<file path="src/rtl/mult_div_unit.sv">
// Multicycle signed MULT/DIV unit: shift-add multiply and restoring divide on magnitudes, HI/LO result.
// Optional feature: define DIV_ZERO_TRAP_EN for an immediate div_zero completion on DIV by zero.
module mult_div_unit #(
  parameter int WIDTH = 32
) (
  input  logic             clock,
  input  logic             reset_l,
  input  logic             start,
  input  logic             op,
  input  logic [WIDTH-1:0] a,
  input  logic [WIDTH-1:0] b,
  output logic             busy,
  output logic             done,
  output logic [WIDTH-1:0] hi,
  output logic [WIDTH-1:0] lo
`ifdef DIV_ZERO_TRAP_EN
  ,
  output logic             div_zero
`endif
);

  localparam int CW = $clog2(WIDTH + 1);

  typedef enum logic [1:0] {
    IDLE = 2'd0,
    RUN  = 2'd1,
    FIX  = 2'd2,
    DONE = 2'd3
  } state_t;

  // Unsigned magnitude; the most negative input maps to 2^(WIDTH-1), which fits WIDTH unsigned bits.
  function automatic logic [WIDTH-1:0] mag(input logic [WIDTH-1:0] v);
    if (v[WIDTH-1]) mag = (~v) + {{(WIDTH-1){1'b0}}, 1'b1};
    else            mag = v;
  endfunction

  function automatic logic [WIDTH-1:0] neg_w(input logic [WIDTH-1:0] v);
    neg_w = (~v) + {{(WIDTH-1){1'b0}}, 1'b1};
  endfunction

  state_t             state_r, state_s;
  logic               busy_r, done_r;
  logic [WIDTH-1:0]   hi_r, lo_r;
  logic               op_r, neg_r, sa_r, dz_r;
  logic [WIDTH-1:0]   a_r, opnd_r;
  logic [2*WIDTH-1:0] acc_r, acc_step_s, prod_s;
  logic [CW-1:0]      cnt_r;
  logic               accept_s, trap_s;
  logic [WIDTH:0]     upper_s, shifted_s;
  logic [WIDTH-1:0]   diff_s, quo_s, rem_s;

  assign accept_s = start && ((state_r == IDLE) || (state_r == DONE));
`ifdef DIV_ZERO_TRAP_EN
  logic div_zero_r;
  assign trap_s   = accept_s && op && (b == {WIDTH{1'b0}});
  assign div_zero = div_zero_r;
`else
  assign trap_s   = 1'b0;
`endif

  assign busy = busy_r;
  assign done = done_r;
  assign hi   = hi_r;
  assign lo   = lo_r;

  // Next-state decode
  always_comb begin
    state_s = state_r;
    case (state_r)
      IDLE, DONE: begin
        if (trap_s)        state_s = DONE;
        else if (accept_s) state_s = RUN;
        else               state_s = IDLE;
      end
      RUN: begin
        if (cnt_r == CW'(1)) state_s = FIX;
        else                 state_s = RUN;
      end
      FIX:     state_s = DONE;
      default: state_s = IDLE;
    endcase
  end

  // One iteration: shift-add for MULT, restore-or-subtract for DIV
  always_comb begin
    upper_s    = {(WIDTH+1){1'b0}};
    shifted_s  = {(WIDTH+1){1'b0}};
    diff_s     = {WIDTH{1'b0}};
    acc_step_s = acc_r;
    if (op_r == 1'b0) begin
      upper_s    = {1'b0, acc_r[2*WIDTH-1:WIDTH]}
                 + (acc_r[0] ? {1'b0, opnd_r} : {(WIDTH+1){1'b0}});
      acc_step_s = {upper_s, acc_r[WIDTH-1:1]};
    end else begin
      // Remainder lives in the upper half and always stays below the divisor.
      shifted_s = {acc_r[2*WIDTH-1:WIDTH], acc_r[WIDTH-1]};
      diff_s    = shifted_s[WIDTH-1:0] - opnd_r;
      if (shifted_s < {1'b0, opnd_r}) acc_step_s = {shifted_s[WIDTH-1:0], acc_r[WIDTH-2:0], 1'b0};
      else                            acc_step_s = {diff_s, acc_r[WIDTH-2:0], 1'b1};
    end
  end

  // Sign fix-up of the magnitude result
  always_comb begin
    prod_s = acc_r;
    quo_s  = acc_r[WIDTH-1:0];
    rem_s  = acc_r[2*WIDTH-1:WIDTH];
    if (neg_r) begin
      prod_s = (~acc_r) + {{(2*WIDTH-1){1'b0}}, 1'b1};
      quo_s  = neg_w(acc_r[WIDTH-1:0]);
    end else begin
      prod_s = acc_r;
      quo_s  = acc_r[WIDTH-1:0];
    end
    if (sa_r) rem_s = neg_w(acc_r[2*WIDTH-1:WIDTH]);
    else      rem_s = acc_r[2*WIDTH-1:WIDTH];
  end

  // State and status flags
  always_ff @(posedge clock or negedge reset_l) begin
    if (!reset_l) begin
      state_r <= IDLE;
      busy_r  <= 1'b0;
      done_r  <= 1'b0;
    end else begin
      state_r <= state_s;
      busy_r  <= (state_s == RUN) || (state_s == FIX);
      done_r  <= (state_s == DONE);
    end
  end

`ifdef DIV_ZERO_TRAP_EN
  // Divide-by-zero completion flag, high only in the trapped DONE cycle
  always_ff @(posedge clock or negedge reset_l) begin
    if (!reset_l) div_zero_r <= 1'b0;
    else          div_zero_r <= trap_s;
  end
`endif

  // Operand capture and iteration datapath
  always_ff @(posedge clock or negedge reset_l) begin
    if (!reset_l) begin
      op_r   <= 1'b0;
      neg_r  <= 1'b0;
      sa_r   <= 1'b0;
      dz_r   <= 1'b0;
      a_r    <= {WIDTH{1'b0}};
      opnd_r <= {WIDTH{1'b0}};
      acc_r  <= {(2*WIDTH){1'b0}};
      cnt_r  <= {CW{1'b0}};
    end else if (accept_s && (state_s == RUN)) begin
      op_r   <= op;
      neg_r  <= a[WIDTH-1] ^ b[WIDTH-1];
      sa_r   <= a[WIDTH-1];
      dz_r   <= op && (b == {WIDTH{1'b0}});
      a_r    <= a;
      opnd_r <= op ? mag(b) : mag(a);
      acc_r  <= {{WIDTH{1'b0}}, (op ? mag(a) : mag(b))};
      cnt_r  <= CW'(WIDTH);
    end else if (state_r == RUN) begin
      acc_r  <= acc_step_s;
      cnt_r  <= cnt_r - CW'(1);
    end else begin
      acc_r  <= acc_r;
      cnt_r  <= cnt_r;
    end
  end

  // HI/LO are written only on the FIX edge
  always_ff @(posedge clock or negedge reset_l) begin
    if (!reset_l) begin
      hi_r <= {WIDTH{1'b0}};
      lo_r <= {WIDTH{1'b0}};
    end else if (state_r == FIX) begin
      if (op_r == 1'b0) begin
        hi_r <= prod_s[2*WIDTH-1:WIDTH];
        lo_r <= prod_s[WIDTH-1:0];
      end else if (dz_r) begin
        hi_r <= a_r;
        lo_r <= {WIDTH{1'b1}};
      end else begin
        hi_r <= rem_s;
        lo_r <= quo_s;
      end
    end else begin
      hi_r <= hi_r;
      lo_r <= lo_r;
    end
  end

endmodule

</file>
<file path="config.mk">
export PLATFORM = sky130hd
export DESIGN_NAME = mult_div_unit
export DESIGN_NICKNAME = d
export VERILOG_FILES = /design/src/rtl/mult_div_unit.sv
export SDC_FILE = /design/constraint.sdc
export NUM_CORES = 1
export LEC_CHECK = 0
export CAP_MARGIN = 20
export CORE_MARGIN = 8
export CORE_UTILIZATION = 35
export CTS_CLUSTER_SIZE = 20
export DETAILED_ROUTE_END_ITERATION = 12
export GPL_ROUTABILITY_DRIVEN = 0
export GPL_TIMING_DRIVEN = 0
export HOLD_SLACK_MARGIN = 0.1
export PLACE_DENSITY_LB_ADDON = 0.08
export SYNTH_ARGS = -nofsm -noshare
export SYNTH_HDL_FRONTEND = slang
export SYNTH_SLANG_ARGS = --single-unit
</file>
<file path="constraint.sdc">
create_clock -name clock -period 3.8 [get_ports clock]
set_clock_uncertainty 0.05 [all_clocks]
set_input_delay 0.57 -clock clock [delete_from_list [all_inputs] [get_ports clock]]
set_output_delay 0.57 -clock clock [all_outputs]
set_load 0.01 [all_outputs]
</file>
==> reports/results.tsv <==
stage	metric	value	unit
run_status	status	finished, final reports clean	
final_layout	Final nets	2472	
die	die height	235	um
logic_synthesis	Post-Synth Simple-Gate Area	0.191	
clock_tree	Max clock buf depth	3	
die	core area	47500	um2
critical_path	CP required	4.18	ns
routing	vias	17300	
clock_tree	Clock Sinks	205	
placed_design	Port Buffers	131	
timing	final setup fails	0	
clock_tree	Skew-Pair Late Insertion Delay	0.57	ns
critical_path	critical path type	in2reg	
global_route	total track usage	0.252	
logic_synthesis	Seq/Total Area, Yosys	0.306	
logic_synthesis	Net Count, Synth	2299	
power	Power Density	256	nW/um2
global_route	Top Usage Layer GRT	met2	
logic_synthesis	cells after synthesis	2155	
worst_hold_path	Hold/Removal Path Class	in2reg	
logic_synthesis	synth top area cells	dfrtp_1 (31%), nand2_1 (6.5%), o21ai_0 (6.3%), ha_1 (5.5%), xor2_1 (5.4%)	
global_route	M1 GR Usage	0.336	
clock_tree	CTS Buf Count	26	
critical_path	CP arrival	4.16	ns
logic_synthesis	FF+latch count, synth	205	
power	Worst IR Drop VDD	0.385	mV
global_route	Global Route met3 Usage	0.0461	
timing	Worst slew margin	0.255	
routing	drt first pass iters	5	
timing	fin. max-slew vios	0	
routing	DRC violations left	0	
global_route	initial antenna violation count	3	
final_layout	fill count	4894	
logic_synthesis	Synth top area share	0.306	
global_route	met2 GRT Util	0.400	
final_layout	Area Growth Syn to Fin	21.3	%
die	die extent in x	235	um
logic_synthesis	post-synth top area cell	dfrtp_1	
global_route	total global routing overflow	0	
timing	Slew @ Worst Pin	1.12	ns
logic_synthesis	Async S/R FF share, synth	1.00	
placed_design	DP HPWL	57000	um
final_layout	most frequent cells in the layout	nand2_1 (291), nor2_1 (204), o21ai_0 (202)	
logic_synthesis	xor/xnor share of the synthesized area	0.102	
logic_synthesis	Post-Synth Adder-Cell Area	0.0576	
logic_synthesis	Mean Syn Cell Area	7.78	um2
run	total of max-cap violations	0	
logic_synthesis	post-synthesis mux area share	0.0506	
die	IO Pins	134	
clock_tree	Root Driver	clkbuf_16	
logic_synthesis	Post-synth EDFFs	0	
die	Initial Util	0.352	
logic_synthesis	Yosys cell types	65	
final_layout	Layout Utilization	0.427	
timing	Worst Slack Setup Final	0.0169	ns
logic_synthesis	cell area after synthesis	16800	um2
logic_synthesis	Synth Warn #	0	
final_layout	commonest non-fill, non-tap cell in the layout	nand2_1	
routing	Starting DRT DRC Count	1620	
placed_design	pre-CTS setup slack	-1.52	ns
final_layout	share of post-route cells with drive strength above 1	0.0852	
final_layout	register area	5130	um2
timing	RSZ-0062 raised after global routing	no	
logic_synthesis	largest family of logic cells by synthesized area	compound AO/OA/AOI/OAI gates	
timing	period utilization	0.996	
global_route	first-pass GRT wire length	109000	um
routing	Routed Antenna Nets	0	
critical_path	Worst Path Max Fanout	4	
clock_tree	# H-tree levels	1	
global_route	largest net degree at the start of global routing	108	
critical_path	critical path launch point type	input pin	
clock_tree	CTS tree	done	
routing	Via density	5.82	
die	# rows	80	
timing	min Tclk post-route	3.78	ns
global_route	vias in the first global route	16800	
logic_synthesis	post-synthesis compound-gate area fraction	0.238	
critical_path	Crit. End Element	flop	
routing	final WL	72600	um
power	LEAKAGE	8.78	nW
routing	WL per Instance	24.5	um
timing	fmax	0.264	GHz
die	Die Area	55100	um2
timing	final hold violations	0	
final_layout	footprint of the multi-input gates	11100	um2
logic_synthesis	Most used DFF post-synth	dfrtp_1	
clock_tree	Clock transition at path regs	0.06	ns
critical_path	reg2reg setup slack	0.12	ns
-- metal layers --
metal,wire length [um],share of wire
met1,31600,0.44
met2,32600,0.45
met3,5010,0.069
met4,3390,0.047
met5,8,0.00011
-- worst paths after layout --
kind | startpoint | endpoint | depth (start not counted)
setup / recovery | b[3] | acc_r[25] | 11
hold / removal | a[9] | a_r[9] | 3
setup reg to reg | acc_r[26] | hi[29] | 9
hold reg to reg | a_r[15] | a_r[15] | 2
max in group asynchronous | reset_l | a_r[22] | 3
min in group asynchronous | reset_l | busy | 2
-- sequential cells by signal (all words and copies together), names as in the netlist, 2 cells and up --
signal and cells:
a_r 31, acc_r 64, cnt_r 6, hi 32, lo 32, opnd_r 32
state_r 2
-- where the power goes --
group / switching, mW / internal, mW / total [mW]
Clock: 1.08 / 1.53 / 2.61
Sequential: 0 / 2.18 / 2.18
Combinational: 0.273 / 0.144 / 0.416
Total: 1.36 / 3.85 / 5.21
-- final cells by class --
type / count / area share
Antenna cell: 2 / 0.000246
Buffer: 154 / 0.0315
Clock buffer: 32 / 0.0346
Clock inverter: 16 / 0.00905
Inverter: 79 / 0.0147
Multi-Input combinational cell: 1712 / 0.545
Sequential cell: 205 / 0.253
Tap cell: 615 / 0.0379
Timing Repair Buffer: 150 / 0.0746
-- metrics by stage --
stage | TNS [ns] | power (mW) | hold WS (ns) | instance area [um2] | cells
6_report | 0 | 5.21 | 0.322 | 20300 | 2965
3_3_place_gp | -1619.81 | 2.62 | 0.415 | 18800 | 2901
4_1_cts | -0.00851 | 5.25 | 0.433 | 20000 | 2952
5_1_grt | 0 | 5.36 | 0.327 | 20300 | 2963
3_5_place_dp | -136.26 | 2.62 | 0.418 | 18900 | 2903
2_1_floorplan | 0 | 2.38 | 0.224 | 16800 | 2155
-- cell families (layout without fill, tap and decap cells) --
group,Yosys count,in the layout
XOR/XNOR,196,196
other,0,2
AND/OR/NAND/NOR,706,706
adder cells (fa/ha/maj),76,76
buffers and inverters,238,431
AO/OA/AOI/OAI,652,652
flip-flops,205,205
multiplexers,82,82
-- cells in the mapped netlist (all sizes together), types with 6 or more instances --
library cell and instances:
xnor2 93, nor3 28, nor2b 6, o21ai 218, o211ai 64, ha 74, o221ai 10, o21a 13
mux2 21, buf 21, or2 14, and3 8, a21o 33, mux2i 61, nand2b 22, nand3 25
clkbuf 138, xor2 103, a211oi 18, a31oi 13, o31ai 42, and2 8, a22oi 7, or3 21
o41ai 15, dfrtp 205, nor4 14, nand2 291, nand3b 9, inv 79, nand4 14, a21oi 170
o22ai 8, or4 26, nor2 205
-- what timing repair did --
item | CTS | global route
buffers inserted | 2 | 14
pin swaps | 6 | 22
endpoints found under the hold margin | 71 | 0
hold buffers | 1 | 0
endpoints found under the setup margin | 164 | 129
gates resized for setup | 71 | 75
-- critical path, cell delays in order --
cell and delay, ns:
clkdlybuf4s50_1 0.48, nor3_1 0.29, nand3_1 0.13, or2_2 0.34, or3_4 0.36, or4_4 0.53, or4_4 0.49, o41ai_4 0.35
xor2_1 0.26, o21a_1 0.27, o21ai_1 0.10
Power figures use the tool's default switching activity.
